**src/rtl/complex_pkg.sv**
```systemverilog
// Shared helpers for the packed {re, im} complex word used by the multiplier and the integrate-and-dump.
// Helpers work on a 64-bit container so one set serves any WIDTH up to CPX_MAX_WIDTH.
package complex_pkg;

  localparam int unsigned CPX_MAX_WIDTH = 64;
  localparam int unsigned DEFAULT_WIDTH = 32;
  localparam int unsigned DEFAULT_LOG_N = 4;

  typedef logic [CPX_MAX_WIDTH-1:0]   cpx_word_t;
  typedef logic [CPX_MAX_WIDTH/2-1:0] cpx_half_t;

  // Ones in the low WIDTH/2 bits: selects one component of a packed word.
  function automatic cpx_word_t cpx_half_mask(input int unsigned width);
    return (cpx_word_t'(1) << (width / 2)) - cpx_word_t'(1);
  endfunction

  function automatic cpx_half_t cpx_re(input cpx_word_t word, input int unsigned width);
    return cpx_half_t'((word >> (width / 2)) & cpx_half_mask(width));
  endfunction

  function automatic cpx_half_t cpx_im(input cpx_word_t word, input int unsigned width);
    return cpx_half_t'(word & cpx_half_mask(width));
  endfunction

  function automatic cpx_word_t cpx_pack(input cpx_half_t re, input cpx_half_t im,
                                         input int unsigned width);
    return ((cpx_word_t'(re) & cpx_half_mask(width)) << (width / 2))
         | (cpx_word_t'(im) & cpx_half_mask(width));
  endfunction

endpackage

```
**src/rtl/complex_component_acc.sv**
```systemverilog
// One signed component accumulator; avg is the combinational (acc + sample) >>> LOG_N used at dump.
// Accumulator is IN_W+LOG_N bits wide so 2**LOG_N samples can never overflow it.
module complex_component_acc #(
  parameter int unsigned IN_W  = 16,
  parameter int unsigned LOG_N = 4
) (
  input  logic                   clk,
  input  logic                   rst_n,
  input  logic                   clear,
  input  logic                   add,
  input  logic                   dump,
  input  logic signed [IN_W-1:0] sample,
  output logic signed [IN_W-1:0] avg
);

  localparam int unsigned ACC_W = IN_W + LOG_N;

  logic signed [ACC_W-1:0] acc;
  logic signed [ACC_W-1:0] sum;

  assign sum = acc + ACC_W'(sample);
  // Dropping the low LOG_N bits is an arithmetic shift with floor truncation.
  assign avg = sum[ACC_W-1:LOG_N];

  always_ff @(posedge clk or negedge rst_n) begin
    if (!rst_n) begin
      acc <= '0;
    end else if (clear || dump) begin
      acc <= '0;
    end else if (add) begin
      acc <= sum;
    end
  end

endmodule

```
**src/rtl/complex_integrate_dump.sv**
```systemverilog
// Integrate 2**LOG_N complex samples and emit the block average; result valid one cycle after the last accept.
// Only the dump-causing sample is held off while an unconsumed result is stalled downstream.
module complex_integrate_dump
  import complex_pkg::*;
#(
  parameter int unsigned WIDTH = DEFAULT_WIDTH,
  parameter int unsigned LOG_N = DEFAULT_LOG_N
) (
  input  logic             clk,
  input  logic             rst_n,
  input  logic             clear,
  input  logic [WIDTH-1:0] in_data,
  input  logic             in_valid,
  output logic             in_ready,
  output logic [WIDTH-1:0] out_data,
  output logic             out_valid,
  input  logic             out_ready
);

  localparam int unsigned HALF = WIDTH / 2;
  localparam logic [LOG_N-1:0] LAST = '1;

  logic [LOG_N-1:0]       count;
  logic                   full;
  logic                   accept;
  logic                   dump;
  cpx_word_t              in_word;
  cpx_word_t              dump_word;
  logic signed [HALF-1:0] s_re;
  logic signed [HALF-1:0] s_im;
  logic signed [HALF-1:0] avg_re;
  logic signed [HALF-1:0] avg_im;

  assign full     = (count == LAST);
  assign in_ready = rst_n & ~clear & ~(out_valid & ~out_ready & full);
  assign accept   = in_valid & in_ready;
  assign dump     = accept & full;

  assign in_word = cpx_word_t'(in_data);
  assign s_re    = HALF'(cpx_re(in_word, WIDTH));
  assign s_im    = HALF'(cpx_im(in_word, WIDTH));

  complex_component_acc #(
    .IN_W  (HALF),
    .LOG_N (LOG_N)
  ) u_acc_re (
    .clk    (clk),
    .rst_n  (rst_n),
    .clear  (clear),
    .add    (accept & ~full),
    .dump   (dump),
    .sample (s_re),
    .avg    (avg_re)
  );

  complex_component_acc #(
    .IN_W  (HALF),
    .LOG_N (LOG_N)
  ) u_acc_im (
    .clk    (clk),
    .rst_n  (rst_n),
    .clear  (clear),
    .add    (accept & ~full),
    .dump   (dump),
    .sample (s_im),
    .avg    (avg_im)
  );

  assign dump_word = cpx_pack(cpx_half_t'(avg_re), cpx_half_t'(avg_im), WIDTH);

  always_ff @(posedge clk or negedge rst_n) begin
    if (!rst_n) begin
      count     <= '0;
      out_data  <= '0;
      out_valid <= 1'b0;
    end else begin
      // The counter wraps to zero on the dump accept by itself.
      if (clear) begin
        count <= '0;
      end else if (accept) begin
        count <= count + LOG_N'(1);
      end

      // A dump on the same edge as a consume replaces the result and keeps valid high.
      if (dump) begin
        out_data  <= WIDTH'(dump_word);
        out_valid <= 1'b1;
      end else if (out_ready) begin
        out_valid <= 1'b0;
      end
    end
  end

endmodule

```
**config.mk**
```make
export PLATFORM = sky130hd
export DESIGN_NAME = complex_integrate_dump
export DESIGN_NICKNAME = d
export VERILOG_FILES = /design/src/rtl/complex_pkg.sv /design/src/rtl/complex_component_acc.sv /design/src/rtl/complex_integrate_dump.sv
export SDC_FILE = /design/constraint.sdc
export NUM_CORES = 1
export LEC_CHECK = 0
export CELL_PAD_IN_SITES_DETAIL_PLACEMENT = 0
export CELL_PAD_IN_SITES_GLOBAL_PLACEMENT = 2
export CORE_MARGIN = 5
export CORE_UTILIZATION = 35
export DETAILED_ROUTE_END_ITERATION = 6
export HOLD_SLACK_MARGIN = 0.15
export PLACE_DENSITY = 0.78
export SYNTH_ARGS = -nofsm -noshare
export SYNTH_HDL_FRONTEND = slang
export SYNTH_SLANG_ARGS = --single-unit
```
**constraint.sdc**
```tcl
create_clock -name clk -period 3.5 [get_ports clk]
set_input_delay 0.7 -clock clk [delete_from_list [all_inputs] [get_ports clk]]
set_output_delay 0.7 -clock clk [all_outputs]
set_load 0.02 [all_outputs]
```
==> impl_metrics.ini <==
[yosys]
synth_fp_nets = 527
yosys_warnings = 0
synth_top_family_by_area = compound AO/OA/AOI/OAI gates
syn_area_sq_mm = 0.00475
seq_area_frac_synth_pct = 40.5
synth_cell_types = 56
synth-simple-area-share_pct = 10.9
synth-compound-area-share_pct = 20.8
yosys.area_share.adder_pct = 11.1
synth_edf_count = 0
synth_mux_area_share_pct = 7.11
syn_area_per_cell_sq_um = 10.6
yosys_register_bits = 77
synth_flop_cell = dfrtp_1
async_reset_ff_share_pct = 100
synth-xor-area-share_pct = 7.08
netlist_instances = 449

[sta]
worst_slew_margin_rel_pct = 53.8
setup_viol = 0
rsz0062_at_grt = no
tns_ns = 0
fmax_mhz = 328
final_max_slew_viol_count = 0
min_period_over_period_pct = 87.1
fin_skew_ns = 0.0103
fin_ws_ns = 0.450
worst_pin_slew_ns = 0.694
finalHoldViolCount = 0
period_minus_slack_ns = 3.05

[setup_path]
crit_chain = clkdlybuf4s50_1 > ha_1 > inv_1 > fa_1 > nor2b_1 > o2111ai_1 > a21oi_1 > nor2_1 > o21ai_1 > a221oi_2 > xnor2_1 > mux2_1
setup.worst_path.start = in_data[0]
r2r_end = out_data[14]$_DFFE_PN0P_
crit_fanout = 2
slowest_delay_ns = 0.50
critPathRequiredTime_ns = 3.72
ff2ff_setup_slack_ns = 0.98
cp_slowest_cell = clkdlybuf4s50_1
reg2reg_depth = 11
cpLargestDelayFamily = compound AO/OA/AOI/OAI gates
endpoint_kind = flip-flop
crit_buf_inv = 2
worst-setup-path-type = in -> reg
worstPathArrival_ns = 3.27
path_depth = 12
crit_path_start_kind = input pin
regToRegStartpoint = u_acc_im.acc[0]$_DFFE_PN0P_
crit_path_end = out_data[14]$_DFFE_PN0P_

[route]
wl_per_cell_um = 16.0
drt_pre_antenna_iters = 4
ant_nets = 0
drt_iter0_drc = 145
drc = 0
vias_per_cell = 5.06
drt-total-wl_um = 11200
num_vias = 3558

[floorplanning]
die_area_sq_mm = 0.0160
core_area_sq_mm = 0.0133
die_x_um = 127
ioPinCount = 71
start_util_pct = 35.8
die_h_um = 127
row_count = 42

[run_status]
status = finished, final reports clean

[cells_and_area]
area_growth_pct = 25.7
nNetsFinal = 600
fin_util_pct = 45.0
diodes = 0
drive_gt1_share_pct = 13.7

[place]
gp_congestion = 0.819
preCtsSetupSlack_ns = 0.127
hpwl_um = 8430
io_buffers = 70

[clocking]
cts_made_buffers = 9
post_cts.repair.setup_buffers = 0
cts-hold-fix-buffers = 0
clockRootBuffer = clkbuf_16
cts_resized = 0
clock-sinks = 77
clock_latency_ns = 0.35
cts_tree = done
cts_buffer_depth = 2
clkSlewWorstSetupHoldPaths_ns = 0.06
cts_max_level = 3

[global_routing]
globalRouteOverflowTotal = 0
antenna_found_initial = 0
grt_pass1_wl_um = 19400
grt_pass1_vias = 3905
grt_max_degree = 55
grt_util_all_layers_pct = 15.0

[hold_path]
hold_class = in -> async

[power_and_ir_drop]
ir_drop_mv = 0.262
p_per_area_mw_per_mm2 = 409
p_leak_nw = 2.80

[flow_run]
maxCapViolCount = 0
## placed cells by master (no fill, tap or decap), drive strengths merged, types with 4 or more instances in the layout
cell            n
and2            4
a21oi          29
nor2b           7
a211oi          5
dfrtp          77
clkdlybuf4s50  69
buf            10
o21ai          29
xnor2          17
xor2           18
inv            11
ha             39
nor2           23
a21o           12
nand4           8
a22o           32
o21bai          5
nand2b          6
nand3          11
clkbuf         10
nand2          37
mux2           30
## worst min path at each step
stage                                  endpoint  slack, ns
global placement        out_data[9]$_DFFE_PN0P_       0.46
global route        u_acc_re.acc[4]$_DFFE_PN0P_       0.39
floorplan                  count[0]$_DFFE_PN0P_       0.40
CTS                        count[1]$_DFFE_PN0P_       0.38
detailed placement      out_data[9]$_DFFE_PN0P_       0.48
finish                     count[1]$_DFFE_PN0P_       0.37
## where the power goes
part	leakage (nW)	internal (mW)	switching (mW)
Combinational	1.60	0.249	0.308
Clock	0.143	0.551	0.372
Sequential	1.05	0.936	0.0281
## metal layers
metal,vias up,track usage (%),share of wire [%]
met4,0,4.23,1.1
li1,1794,-,-
met5,-,0,0
met1,1695,18.3,45
met2,59,25.7,50
met3,10,4.33,4.4
## cell families after synthesis
family | count (synthesis)
flip-flops | 77
adder cells (fa/ha/maj) | 41
AND/OR/NAND/NOR | 105
AO/OA/AOI/OAI | 133
buffers and inverters | 27
XOR/XNOR | 36
multiplexers | 30
## synth_stat cells, drive strengths merged, types with 3 or more instances
cell type	n	share of area, %
mux2	30	7.1
a21o	12	1.9
inv	10	0.79
o21a	3	0.47
xnor2	17	3.1
nand3	11	1.3
and2	4	0.53
a31oi	3	0.39
xor2	18	3.5
nand2b	6	0.84
nand4	8	1.1
o21bai	5	0.79
clkbuf	10	0.79
a211oi	5	1.0
ha	39	10
a22o	32	5.9
nor3	3	0.42
a21oi	29	3.2
buf	7	0.87
nor2	23	1.8
dfrtp	77	41
nand2	37	3.1
o21ai	29	3.2
nor2b	7	0.92
## cell type report
| type | instances | area [sq um] |
|---|---|---|
| Clock inverter | 6 | 61.3 |
| Tap cell | 176 | 220 |
| Clock buffer | 10 | 229 |
| Fill cell | 1255 | 7320 |
| Sequential cell | 77 | 1930 |
| Multi-Input combinational cell | 345 | 2720 |
| Inverter | 10 | 37.5 |
| Timing Repair Buffer | 79 | 778 |
## registers in the layout, indices dropped and copies added, names as in the netlist
name,flops
out_valid,1
u_acc_re.acc,20
count,4
out_data,32
u_acc_im.acc,20
## per-stage QoR
step                area [sq um]  hold WS (ns)  cells  total power [mW]
finish                      5980         0.373    703              2.44
global route                5980         0.394    703              2.59
global placement            5690         0.462    687              1.54
CTS                         5980         0.377    703              2.49
floorplan                   4750         0.404    449              1.36
detailed placement          5690         0.476    687              1.54
Power figures use the tool's default switching activity.
==> edit (same flow settings) <==
Set the package constant `DEFAULT_WIDTH` to 16 (it was 32).
--- a/src/rtl/complex_pkg.sv
+++ b/src/rtl/complex_pkg.sv
@@ -5,3 +5,3 @@
   localparam int unsigned CPX_MAX_WIDTH = 64;
-  localparam int unsigned DEFAULT_WIDTH = 32;
+  localparam int unsigned DEFAULT_WIDTH = 16;
   localparam int unsigned DEFAULT_LOG_N = 4;
Ports: changed (resized in_data and out_data); port bits go from 71 to 39. No check against the original RTL was run, so the function may have changed too.
==> edit against the original RTL <==
- die area is 35% lower
- synthesized area down 38%
- clock power decreased by 65%
- design area fell by 40%
- routed wire length decreased by 34%
- fmax is 4.5% higher
- sequential cell count decreased by 32
- setup slack better by 130 ps
- utilization decreased by 1.6 points
- critical endpoint is now in_ready
- total power is 49% lower
==> edit: results <==
{
  "biggestRegsByFlops": "out_data x16, u_acc_im.acc x12, u_acc_re.acc x12",
  "gp_congestion": 0.793,
  "fillers": 829,
  "dr.first_iter.drc_count": 77,
  "fin_skew_ps": 10.2,
  "numCtsBuffers": 5,
  "r2r-end": "u_acc_re.acc[11]",
  "crit_slowest_cell": "clkdlybuf4s50_1",
  "dpl.hpwl_microns": 5370,
  "wl_microns": 7420,
  "clkLatencyLatePin_ps": 300,
  "power_leakage_nw": 1.65,
  "max_stage_delay_ps": 550,
  "internal_power_uw": 852,
  "wl_met2_microns": 3510,
  "powerClk_uw": 320,
  "r2r_start": "u_acc_re.acc[2]",
  "hold-worst-slack_ps": 225,
  "placed_cells": 455,
  "cp.arrival_ps": 2220,
  "final-seq-area_sq_um": 1130,
  "status": "completed",
  "seq_area_frac_synth": 0.380,
  "grt_pass1_vias": 2474,
  "worstPathMaxFanout": 3,
  "met3WireLength_microns": 288,
  "grt_use_total": 0.150,
  "cts_root_buf": "clkbuf_8",
  "p_seq_uw": 572,
  "r2r_slack_ps": 1180,
  "peakVddDrop_v": 0.000145,
  "crit_end": "in_ready",
  "grt_max_degree": 45,
  "instances_no_fill": 463,
  "grtUsageMet1": 0.207,
  "fin_ws_ps": 581,
  "critPathLaunch": "out_ready",
  "cts_resized": 0,
  "r2r_cells": 7,
  "synthCells": 315,
  "ys_async_sr_fraction": 1.00,
  "grt_util_met2": 0.244,
  "grt_first_pass_wirelength_microns": 12300,
  "synthTopCellsByArea": "dfrtp_1 38%, ha_1 9.7%, nand2_1 4.8%",
  "final_nets": 403,
  "cts_max_level": 2,
  "drive_above_1_share": 0.0894,
  "hold_path_class": "input port to asynchronous set/reset pin",
  "vias_per_cell": 5.31,
  "cpLargestDelayFamily": "buffers and inverters",
  "dpl_cell_area_sq_um": 3480,
  "dpl_worst_slack_ps": 312,
  "met1Wirelength_microns": 3550,
  "synthTopCellsByCount": "45 x dfrtp_1, 38 x nand2_1, 23 x ha_1",
  "syn-num-nets": 361,
  "seqPwrFrac": 0.461,
  "ys_types": 54,
  "met3_usage": 0.0287,
  "io_buffers": 38,
  "clk_pin_slew_worst_paths_ps": 80
}
## edit: changes by cell type after synthesis, moves of 6 or more
cell	change
xor2_1	-11
ha_1	-16
o211ai_1	+6
or4_1	+6
nand4_1	-6
clkbuf_1	-7
dfrtp_1	-32
xnor2_1	-11
o21ai_1	-7
mux2_2	-22
a21oi_1	-14
a22o_1	-21
## edit: final cells by class
type / count / share of cell area
Timing Repair Buffer: 45 / 0.120
Clock buffer: 6 / 0.0204
Inverter: 12 / 0.0126
Multi-Input combinational cell: 248 / 0.491
Clock inverter: 2 / 0.00281
Sequential cell: 45 / 0.316
Tap cell: 105 / 0.0369
## edit: kinds of logic (layout without fill, tap and decap cells)
logic type | after synthesis | count (layout) | share of synthesized area
and+or+nand+nor | 107 | 107 | 0.180
AOI/OAI and AO/OA | 93 | 93 | 0.219
DFF | 45 | 45 | 0.380
adders and majority gates | 25 | 25 | 0.111
buffers and inverters | 22 | 65 | 0.0308
xor gates and xnor gates | 13 | 13 | 0.0431
muxes | 10 | 10 | 0.0359
